### src/rtl/ring_johnson_counter.sv
// ring_johnson_counter: WIDTH-bit shift counter, run-time selectable between a
// one-hot ring sequence and a Johnson (twisted-ring) sequence. Supports enable,
// up/down stepping, parallel load, a wrap pulse and self-correction of illegal
// states with an error pulse. pos is a combinational index of the current state.
module ring_johnson_counter #(
  parameter int WIDTH = 4,
  parameter int PW    = $clog2(2*WIDTH)
) (
  input  logic             clk,
  input  logic             rst,
  input  logic             en,
  input  logic             dir,
  input  logic             mode,
  input  logic             load,
  input  logic [WIDTH-1:0] load_val,
  output logic [WIDTH-1:0] count,
  output logic [PW-1:0]    pos,
  output logic             wrap,
  output logic             err
);

  localparam logic [WIDTH-1:0] RING_HOME = WIDTH'(1);
  localparam logic [PW-1:0]    RING_LAST = PW'(WIDTH-1);
  localparam logic [PW-1:0]    JOHN_LAST = PW'(2*WIDTH-1);

  logic [WIDTH-1:0] count_q, count_d;
  logic             wrap_q, wrap_d;
  logic             err_q, err_d;

  // Ring: exactly one bit set. Johnson: thermometer, at most one adjacent change.
  function automatic logic is_legal(input logic [WIDTH-1:0] v, input logic m);
    int ones;
    int edges;
    ones  = 0;
    edges = 0;
    for (int i = 0; i < WIDTH; i++) begin
      ones = ones + (v[i] ? 1 : 0);
    end
    for (int i = 0; i < WIDTH-1; i++) begin
      edges = edges + ((v[i] != v[i+1]) ? 1 : 0);
    end
    return m ? (edges <= 1) : (ones == 1);
  endfunction

  // Sequence index of a state; illegal states map to 0.
  function automatic logic [PW-1:0] pos_of(input logic [WIDTH-1:0] v, input logic m);
    logic [PW-1:0] p;
    int            ones;
    p    = '0;
    ones = 0;
    if (is_legal(v, m)) begin
      if (!m) begin
        for (int i = 0; i < WIDTH; i++) begin
          if (v[i]) p = PW'(i);
        end
      end else begin
        for (int i = 0; i < WIDTH; i++) begin
          ones = ones + (v[i] ? 1 : 0);
        end
        p = v[WIDTH-1] ? PW'(2*WIDTH - ones) : PW'(ones);
      end
    end
    return p;
  endfunction

  // One shift step of the legal sequence in the selected mode and direction.
  function automatic logic [WIDTH-1:0] step_of(input logic [WIDTH-1:0] v, input logic m,
                                               input logic d);
    logic [WIDTH-1:0] n;
    if (!d) n = {v[WIDTH-2:0], (m ? ~v[WIDTH-1] : v[WIDTH-1])};
    else    n = {(m ? ~v[0] : v[0]), v[WIDTH-1:1]};
    return n;
  endfunction

  // State register: count plus the registered wrap/err pulses, async reset.
  always_ff @(posedge clk or posedge rst) begin
    if (rst) begin
      count_q <= RING_HOME;
      wrap_q  <= 1'b0;
      err_q   <= 1'b0;
    end else begin
      count_q <= count_d;
      wrap_q  <= wrap_d;
      err_q   <= err_d;
    end
  end

  // Next state: load beats enable; illegal states are corrected on an enabled step.
  always_comb begin
    logic [WIDTH-1:0] nxt;
    count_d = count_q;
    wrap_d  = 1'b0;
    err_d   = 1'b0;
    nxt     = step_of(count_q, mode, dir);
    if (load) begin
      count_d = load_val;
    end else if (en) begin
      if (!is_legal(count_q, mode)) begin
        count_d = mode ? '0 : RING_HOME;
        err_d   = 1'b1;
      end else begin
        count_d = nxt;
        if (!dir) wrap_d = (pos_of(nxt, mode) == '0);
        else      wrap_d = (pos_of(nxt, mode) == (mode ? JOHN_LAST : RING_LAST));
      end
    end
  end

  // Outputs: pos follows count and mode with no register in between.
  always_comb begin
    pos = pos_of(count_q, mode);
  end

  assign count = count_q;
  assign wrap  = wrap_q;
  assign err   = err_q;

endmodule

### config.mk
export PLATFORM = sky130hd
export DESIGN_NAME = ring_johnson_counter
export DESIGN_NICKNAME = d
export VERILOG_FILES = /design/src/rtl/ring_johnson_counter.sv
export SDC_FILE = /design/constraint.sdc
export NUM_CORES = 1
export LEC_CHECK = 0
export BUFFER_PORTS_ARGS = -buffer_cell sky130_fd_sc_hd__buf_2
export CORE_UTILIZATION = 48
export DETAILED_ROUTE_END_ITERATION = 10
export PLACE_DENSITY = 0.76
export SYNTH_ARGS = -nofsm -noshare
export SYNTH_HDL_FRONTEND = slang
export SYNTH_SLANG_ARGS = --single-unit
### constraint.sdc
create_clock -name clk -period 3.4 [get_ports clk]
set_clock_uncertainty 0.2 [all_clocks]
set_input_delay 0 -clock clk [delete_from_list [all_inputs] [get_ports clk]]
set_output_delay 0 -clock clk [all_outputs]
set_load 0.02 [all_outputs]
==> run metrics <==
Power per Cell Area=436 nW/µm²; Final Hold Vio Count=0; setup slack, reg-to-reg=90 ps; Unique masters post-synth=37; 1st-iter DRT viols=18; max cap viols=0; core area=1580 µm²; total power=0.511 mW; Slew HR=78.2%; layout cells sized above 1=31.7%; Hold WS=40.5 ps; Synthesized Nets=135; Residual DRC=5; first-pass GRT wire length=3.57 mm; min-delay worst type=in -> async; Final Cycle Share=97.2%; H-tree depth=1; clk_lat worst skew=250 ps; Clock Path Buffers=2; wire per inst=13.8 µm; post-route cell area=1170 µm²; top_reg_cell synth=dfrtp_1; IO buf count=18; mux contribution to synthesized area=2.51%; leak pwr=0.595 nW; crit path capture type=register; violated checks=design-rule violations; Setup Viol. Count Final=0; initial antenna violation count=0; Reg2Reg Depth=14; post-synthesis cell count=108; CTS root buf=clkbuf_4; number of buffers created by CTS=3; P&R area growth vs syn=38.2%; Worst Path Required=3380 ps; Congestion Overflow GR=0; I/O pin count=19; placed cell count=143; switching share of power=45.2%; ANT cells=0; DP HPWL=1.49 mm; Max Fclk=302 MHz; vias in the first global route=860; DR vias=909; ys async rst share=100%; VDD IR max=206 µV; Avg Cell Area, Syn=7.85 µm²; DRT Wirelength=2.23 mm; largest family of logic cells by synthesized area=adder cells; row count=14; Slew @ Worst Pin=327 ps; Final min period=3310 ps; Crit-path slowest cell=dfstp_2; dpl ws=138 ps; setup TNS=0 ps; Placed Area=981 µm²; Initial Utilization=53.8%; clock share of power=14.6%; Synth Area in Simple Gates=19.5%; sequential element share of the synthesized area=17.8%; Synth Area in Compound Gates=21.1%; Vias/cell=5.65; GPL Wtd Cong=0.922; Logic pwr share=67.9%; Critical Path, Cell by Cell=xnor2_2 > a21oi_2 > inv_1 > fa_1 > inv_1 > ha_2 > ha_1 > inv_2 > ha_1 > or3b_4 > nor2_2 > a31oi_2 > a211o_1 > a21oi_2; Internal Pwr Total=0.280 mW; Synth Area in XOR/XNOR=2.06%; Post-synth EDFFs=0; DR pass1 iterations=7; fillcell total=107; status=complete, but fails checks; GRT Total Usage=24.5%; post-route antenna net violation count=0; CP Data Arrival Time=3290 ps; Synth warnings=0; Seq pwr share=17.5%; Util after Layout=74.4%; CTS clk-pin slew, worst paths=50 ps; Seq cells post-synth=6; Synth Area in Adders=26.8%; clock sinks=6; full die area=1940 µm²; Die X=44.0 µm; CTS tree=yes; max-slew violations=0; slack of the critical path=93.7 ps; largest net degree at the start of global routing=16; Finished Layout Cells=161; fin nets=173; Setup crit start kind=register; Setup Crit Path Kind=reg -> reg; CP max FO=6; chip height=44.0 µm; mapped cell area=848 µm²; switching power=0.231 mW; peak per-stage delay on the critical path=600 ps
## final timing paths
kind	from	endpoint
max reg2reg	count[0]	wrap
max	count[0]	wrap
min reg2reg	count[3]	count[2]
min	rst	wrap
min in group clk	dir	wrap
max in group asynchronous	rst	count[0]
## final cells by class
type | count | area, µm² | share of cell area [%]
flip-flops and latches | 6 | 151 | 12.9
repair buffers | 38 | 273 | 23.3
well taps | 16 | 20.0 | 1.71
clock buffers | 4 | 26.3 | 2.24
multi-input cells | 80 | 638 | 54.4
inverters | 17 | 63.8 | 5.44
## repair_timing
item,4_1_cts,5_1_grt
endpoints found under the setup margin,0,2
endpoints found under the hold margin,12,0
setup buffers,0,1
gates resized for setup,0,9
hold buffers,13,0
## critical path: cells and delay by family, from the launching register on
kind	cells	cell delay, ps
XOR/XNOR	1	80
adder cells (fa/ha/maj)	4	1050
AO/OA/AOI/OAI	4	630
buffers and inverters	3	180
AND/OR/NAND/NOR	2	510
flip-flops	1	600
## sequential cells by signal, indices dropped and copies added, names as in the netlist
name   count
count      4
err        1
wrap       1
## power groups by stage
stage          combinational (mW)  sequential, mW  clock (mW)
6_report                    0.347          0.0894      0.0748
3_5_place_dp                0.307          0.0891           0
2_1_floorplan               0.215           0.102           0
5_1_grt                     0.392          0.0901      0.0814
4_1_cts                     0.324          0.0881      0.0730
3_3_place_gp                0.297          0.0889           0
## placed cells by master (no fill, tap or decap), drive strengths merged
| cell | instances |
|---|---|
| nand3b | 1 |
| dlygate4sd3 | 13 |
| a31oi | 4 |
| clkbuf | 4 |
| nor2b | 3 |
| o21ai | 12 |
| or3 | 1 |
| dfrtp | 5 |
| or3b | 2 |
| fa | 2 |
| inv | 17 |
| nor2 | 4 |
| mux2i | 1 |
| nand2 | 10 |
| o32ai | 2 |
| mux2 | 1 |
| nor3 | 1 |
| nand3 | 1 |
| o311a | 1 |
| nand2b | 2 |
| dfstp | 1 |
| o22ai | 1 |
| xnor2 | 2 |
| nor3b | 2 |
| o211ai | 1 |
| and2 | 2 |
| a21oi | 8 |
| a211o | 1 |
| ha | 15 |
| buf | 25 |
## cells in the mapped netlist (all sizes together), types with 2 or more instances
cell type / n / share of area, %
a21oi: 8 / 5.2
a31oi: 4 / 2.9
and2: 2 / 1.8
buf: 4 / 2.2
dfrtp: 5 / 15
fa: 2 / 4.7
ha: 15 / 22
inv: 17 / 7.5
nand2: 10 / 4.4
nand2b: 2 / 1.5
nor2: 4 / 2.1
nor2b: 3 / 2.2
nor3b: 2 / 2.4
o21ai: 12 / 7.1
o32ai: 2 / 2.1
or3b: 2 / 2.4
xnor2: 2 / 2.1
## per-layer routing
| metal | wire (µm) | global-route usage, % | vias to the layer above |
|---|---|---|---|
| li1 | - | - | 443 |
| met4 | 11 | 5.45 | 0 |
| met3 | 154 | 3.67 | 2 |
| met2 | 1080 | 41.5 | 35 |
| met1 | 978 | 33.1 | 429 |
| met5 | 0 | 0 | - |
## cells by family after synthesis
kind of cell	Yosys count
flops	6
fa+ha+maj	17
compound gates	30
simple gates	29
xor+xnor	2
mux	2
buf+inv	22
Power figures use the tool's default switching activity.
